[src/rtl/matrix_result_writer.sv]
// Write-side address generator for the matrix-multiply result memory.
// Takes C[i][j] in row-major order and issues one registered write per accepted element.
module matrix_result_writer #(
  parameter int DW = 16,
  parameter int AW = 8
) (
  input  logic          clk,
  input  logic          rst,
  input  logic          start,
  input  logic [AW-1:0] base,
  input  logic [AW-1:0] rows,
  input  logic [AW-1:0] cols,
  input  logic [AW-1:0] row_stride,
  input  logic          in_valid,
  input  logic [DW-1:0] in_data,
  output logic          in_ready,
  output logic          mem_we,
  output logic [AW-1:0] mem_addr,
  output logic [DW-1:0] mem_wdata,
  output logic          busy,
  output logic          done
);

  typedef enum logic [1:0] {
    IDLE   = 2'd0,
    WRITE  = 2'd1,
    FINISH = 2'd2
  } state_t;

  localparam logic [AW-1:0] ONE = {{(AW-1){1'b0}}, 1'b1};

  state_t        state_q, state_d;
  logic [AW-1:0] rows_q, rows_d;
  logic [AW-1:0] cols_q, cols_d;
  logic [AW-1:0] stride_q, stride_d;
  logic [AW-1:0] row_base_q, row_base_d;
  logic [AW-1:0] i_q, i_d;
  logic [AW-1:0] j_q, j_d;
  logic          mem_we_q, mem_we_d;
  logic [AW-1:0] mem_addr_q, mem_addr_d;
  logic [DW-1:0] mem_wdata_q, mem_wdata_d;
  logic          accept;

  assign in_ready  = (state_q == WRITE);
  assign busy      = (state_q != IDLE);
  assign done      = (state_q == FINISH);
  assign mem_we    = mem_we_q;
  assign mem_addr  = mem_addr_q;
  assign mem_wdata = mem_wdata_q;
  assign accept    = in_valid && (state_q == WRITE);

  always_comb begin
    state_d     = state_q;
    rows_d      = rows_q;
    cols_d      = cols_q;
    stride_d    = stride_q;
    row_base_d  = row_base_q;
    i_d         = i_q;
    j_d         = j_q;
    mem_we_d    = 1'b0;
    mem_addr_d  = mem_addr_q;
    mem_wdata_d = mem_wdata_q;

    case (state_q)
      IDLE: begin
        if (start) begin
          rows_d     = rows;
          cols_d     = cols;
          stride_d   = row_stride;
          row_base_d = base;
          i_d        = '0;
          j_d        = '0;
          // An empty tile still reports completion, just without any writes.
          if (rows == '0 || cols == '0) begin
            state_d = FINISH;
          end else begin
            state_d = WRITE;
          end
        end
      end
      WRITE: begin
        if (accept) begin
          mem_we_d    = 1'b1;
          mem_addr_d  = row_base_q + j_q;
          mem_wdata_d = in_data;
          if (j_q == cols_q - ONE) begin
            j_d        = '0;
            row_base_d = row_base_q + stride_q;
            i_d        = i_q + ONE;
            if (i_q == rows_q - ONE) begin
              state_d = FINISH;
            end
          end else begin
            j_d = j_q + ONE;
          end
        end
      end
      FINISH: begin
        state_d = IDLE;
      end
      default: begin
        state_d = IDLE;
      end
    endcase
  end

  always_ff @(posedge clk or negedge rst) begin
    if (!rst) begin
      state_q     <= IDLE;
      rows_q      <= '0;
      cols_q      <= '0;
      stride_q    <= '0;
      row_base_q  <= '0;
      i_q         <= '0;
      j_q         <= '0;
      mem_we_q    <= 1'b0;
      mem_addr_q  <= '0;
      mem_wdata_q <= '0;
    end else begin
      state_q     <= state_d;
      rows_q      <= rows_d;
      cols_q      <= cols_d;
      stride_q    <= stride_d;
      row_base_q  <= row_base_d;
      i_q         <= i_d;
      j_q         <= j_d;
      mem_we_q    <= mem_we_d;
      mem_addr_q  <= mem_addr_d;
      mem_wdata_q <= mem_wdata_d;
    end
  end

endmodule

[config.mk]
export PLATFORM = sky130hd
export DESIGN_NAME = matrix_result_writer
export DESIGN_NICKNAME = d
export VERILOG_FILES = /design/src/rtl/matrix_result_writer.sv
export SDC_FILE = /design/constraint.sdc
export NUM_CORES = 1
export LEC_CHECK = 0
export ABC_AREA = 1
export CORE_MARGIN = 1
export CORE_UTILIZATION = 50
export DETAILED_ROUTE_END_ITERATION = 6
export GPL_ROUTABILITY_DRIVEN = 1
export PLACE_DENSITY = 0.77
export SYNTH_ARGS = -nofsm -noshare
export SYNTH_HDL_FRONTEND = slang
export SYNTH_SLANG_ARGS = --single-unit
export TNS_END_PERCENT = 5
[constraint.sdc]
create_clock -name clk -period 3 [get_ports clk]
set_clock_uncertainty 0.2 [all_clocks]
set_input_delay 0.6 -clock clk [delete_from_list [all_inputs] [get_ports clk]]
set_output_delay 0.6 -clock clk [all_outputs]
set_load 0.02 [all_outputs]
==> summary.md <==
| Metric | Value |
|---|---|
| Max Freq | `384 MHz` |
| RSZ-0062 raised after global routing | `no` |
| Gr ovfl total | `0` |
| Layout fillers | `~720` |
| Area of the multi-input gates | `around 2300 um2` |
| Starting density of the core | `0.527` |
| N_diodes | `0` |
| Register area | `1880 um2` |
| Hold-fix buffer count after cts | `0` |
| Crit path time final | `2.60 ns` |
| Setup TNS | `0 ns` |
| Critical path data required time | `between 2 and 2.5 ns` |
| Final WL | `10.1 mm` |
| Post-Syn Area | `4420 um2` |
| Worst vdd ir | `461 uV` |
| Nets | `716` |
| Fin. Hold Viols | `0` |
| PortBufs | `79` |
| Largest family of logic cells by synthesized area | `simple AND/OR/NAND/NOR gates` |
| Std cell rows | `33` |
| Clk Latency, worst-skew pair | `approximately 0.34 ns` |
| Post-synthesis simple-gate area fraction | `0.294` |
| Clk root buf | `clkbuf_8` |
| Post-CTS sizing | `0` |
| Core Box Area | `8380 um2` |
| Chip height | `between 90 and 100 um` |
| Setup WS pre-CTS | `0.567 ns` |
| TritonCTS Sinks | `75` |
| Clk slew on worst S/H paths | `about 0.08 ns` |
| CTS Buf Count | `9` |
| Mean post-synth cell area | `7.78 um2` |
| Post-route ant nets | `0` |
| Routed vias/inst | `5.16` |
| Total GRT Usage | `0.235` |
| HPWL after detailed placement | `7.48 mm` |
| Iteration-0 DRC Markers | `223` |
| Initial antenna violation count | `0` |
| Final-report max-slew violation count | `0` |
| FF-to-FF setup slack | `about 0.54 ns` |
| Seq cells post-synth | `75` |
| P_leak | `0.00271 uW` |
| Tightest Hold Check Type | `primary input to async pin` |
| Setup Buffers After CTS | `0` |
| Die X | `96.0 um` |
| Final worst slack | `0.396 ns` |
| # IOs | `80` |
| Maximum root-to-sink buffer count | `2` |
| Actual slew at the worst max-slew pin | `0.605 ns` |
| Global-route wire length before repair | `16.5 mm` |
| Crit end category | `output pin` |
| Ys Warns | `0` |
| Multiplexer share of the synthesized area | `0.00906` |
| Post-synthesis cell count | `around 570` |
| Synth Area in Adders | `0.0600` |
| Worst Path Arrival | `approximately 1.8 ns` |
| Pwr Density | `about 1000 nW/um2` |
| H-tree Lvls | `3` |
| Vias in the first global route | `3598` |
| Worst r2r src | `cols_q[0]` |
| Status | `completed` |
| Largest net degree at the start of global routing | `76` |
| Tcrit/Tclk final | `0.868` |
| Max transition margin | `0.596` |
| Via count | `3889` |
| Pre-Repair DR Iteration Count | `4` |
| Compound-Gate Fraction of Synth Area | `0.0864` |
| Xor/xnor share of the synthesized area | `0.0634` |
| CP Class | `register to output pin` |
| CTS tree | `done` |
| Routed WL per cell | `13.4 um` |
| CP Max Fanout | `14` |
| P&R area growth vs syn | `23.7%` |
| Max Cap Viol | `0` |
| Final Util | `0.652` |
| CP Launch Point | `state_q[1]` |
| Pwr Total | `5490 uW` |
| Synthesized Nets | `640` |
| Global placement routability congestion | `just under 1` |
| CP startpoint kind | `register` |
| Layout cells sized above 1 | `0.0832` |
| Die area | `9220 um2` |
| DRC viols | `0` |
| Cell variety after synth | `34` |
| Setup-failing EPs final | `0` |
| Sequential share of the synthesized area | `0.425` |
-- where the power goes --
part / internal, uW / switching [uW] / total (uW)
Combinational: 1180 / 1760 / 2950
Clock: 384 / 387 / 771
Sequential: 1410 / 359 / 1770
-- layout make-up --
type	instances	area share
multi-input cells	430	0.415
well taps	105	0.0240
repair buffers	83	0.152
flip-flops and latches	75	0.343
inverters	45	0.0309
clock inverters	6	0.0121
clock buffers	10	0.0234
-- sequential cells by signal (all words and copies together), names as in the netlist --
| signal | flops |
|---|---|
| rows_q | 8 |
| mem_addr | 8 |
| mem_we | 1 |
| stride_q | 8 |
| mem_wdata | 16 |
| cols_q | 8 |
| j_q | 8 |
| row_base_q | 8 |
| state_q | 2 |
| i_q | 8 |
-- worst paths after layout --
path	to	cells after the start
min	i_q[7]	2
max	in_ready	4
max reg2reg	j_q[6]	12
min in group clk	mem_wdata[4]	2
max in group asynchronous	j_q[5]	2
min reg2reg	mem_wdata[4]	2
-- cell usage in the layout (no fill, tap or decap), types with 9 or more instances in the layout --
| cell | synthesis | final |
|---|---|---|
| nand2_1 | 210 | 210 |
| clkdlybuf4s50_1 | 0 | 78 |
| dfrtp_1 | 75 | 75 |
| inv_1 | 42 | 42 |
| nor2_1 | 40 | 40 |
| nand3_1 | 32 | 32 |
| o21ai_0 | 29 | 29 |
| xor2_1 | 21 | 21 |
| ha_1 | 18 | 18 |
| a21oi_1 | 13 | 13 |
| o21ai_2 | 13 | 13 |
| xnor2_1 | 11 | 11 |
| clkbuf_8 | 0 | 9 |
-- synth_stat cells --
| master | n | area share |
|---|---|---|
| nand3b_1 | 1 | 0.0017 |
| nor2_2 | 4 | 0.0057 |
| nor2_1 | 40 | 0.034 |
| a21oi_1 | 13 | 0.015 |
| o21a_1 | 1 | 0.0017 |
| o22ai_1 | 1 | 0.0014 |
| o31ai_1 | 1 | 0.0017 |
| nor3_2 | 1 | 0.0023 |
| nand4_1 | 6 | 0.0085 |
| nand3_1 | 32 | 0.036 |
| nand2_1 | 210 | 0.18 |
| dfrtp_1 | 75 | 0.42 |
| or2_2 | 5 | 0.0071 |
| fa_1 | 2 | 0.0091 |
| mux2i_1 | 4 | 0.0091 |
| buf_2 | 2 | 0.0023 |
| o21ai_2 | 13 | 0.026 |
| or2_1 | 1 | 0.0014 |
| a21o_1 | 2 | 0.0034 |
| and3_1 | 2 | 0.0028 |
| nand2_4 | 2 | 0.0051 |
| nand3_2 | 1 | 0.0023 |
| nand2_2 | 4 | 0.0057 |
| xnor2_1 | 11 | 0.022 |
| nor4_1 | 2 | 0.0028 |
| ha_1 | 18 | 0.051 |
| xor2_1 | 21 | 0.042 |
| a21o_2 | 1 | 0.0020 |
| inv_2 | 3 | 0.0025 |
| inv_1 | 42 | 0.036 |
| a31oi_1 | 2 | 0.0028 |
| o21ai_0 | 29 | 0.033 |
| clkbuf_1 | 11 | 0.0093 |
| buf_6 | 5 | 0.013 |
-- per-stage QoR --
| step | hold slack [ns] | instance area, um2 | instances |
|---|---|---|---|
| 4_1_cts | 0.0793 | 5470 | 754 |
| 3_5_place_dp | 0.265 | 5270 | 738 |
| 3_3_place_gp | 0.262 | 5270 | 738 |
| 6_report | 0.0741 | 5470 | 754 |
| 5_1_grt | 0.0924 | 5470 | 754 |
| 2_1_floorplan | 0.104 | 4420 | 568 |
-- cell families (layout without fill, tap and decap cells) --
logic type	count (synthesis)	after routing
adders and majority gates	20	20
AOI/OAI and AO/OA	63	63
and+or+nand+nor	311	311
buffers and inverters	63	144
muxes	4	4
xor gates and xnor gates	32	32
DFF	75	75
-- critical path: stages (launching register included) --
cell	delay, ns
dfrtp_1	0.40
inv_1	0.11
nand2_2	0.23
inv_2	0.12
clkdlybuf4s50_1	0.60
-- routing by layer --
layer / up-vias / wire length [um] / global-route usage
met1: 1801 / 4600 / 0.323
li1: 1953 / - / -
met4: 0 / 182 / 0.0734
met5: - / 0 / 0
met2: 121 / 4810 / 0.372
met3: 14 / 480 / 0.0474
(Power assumes the default switching activity.)
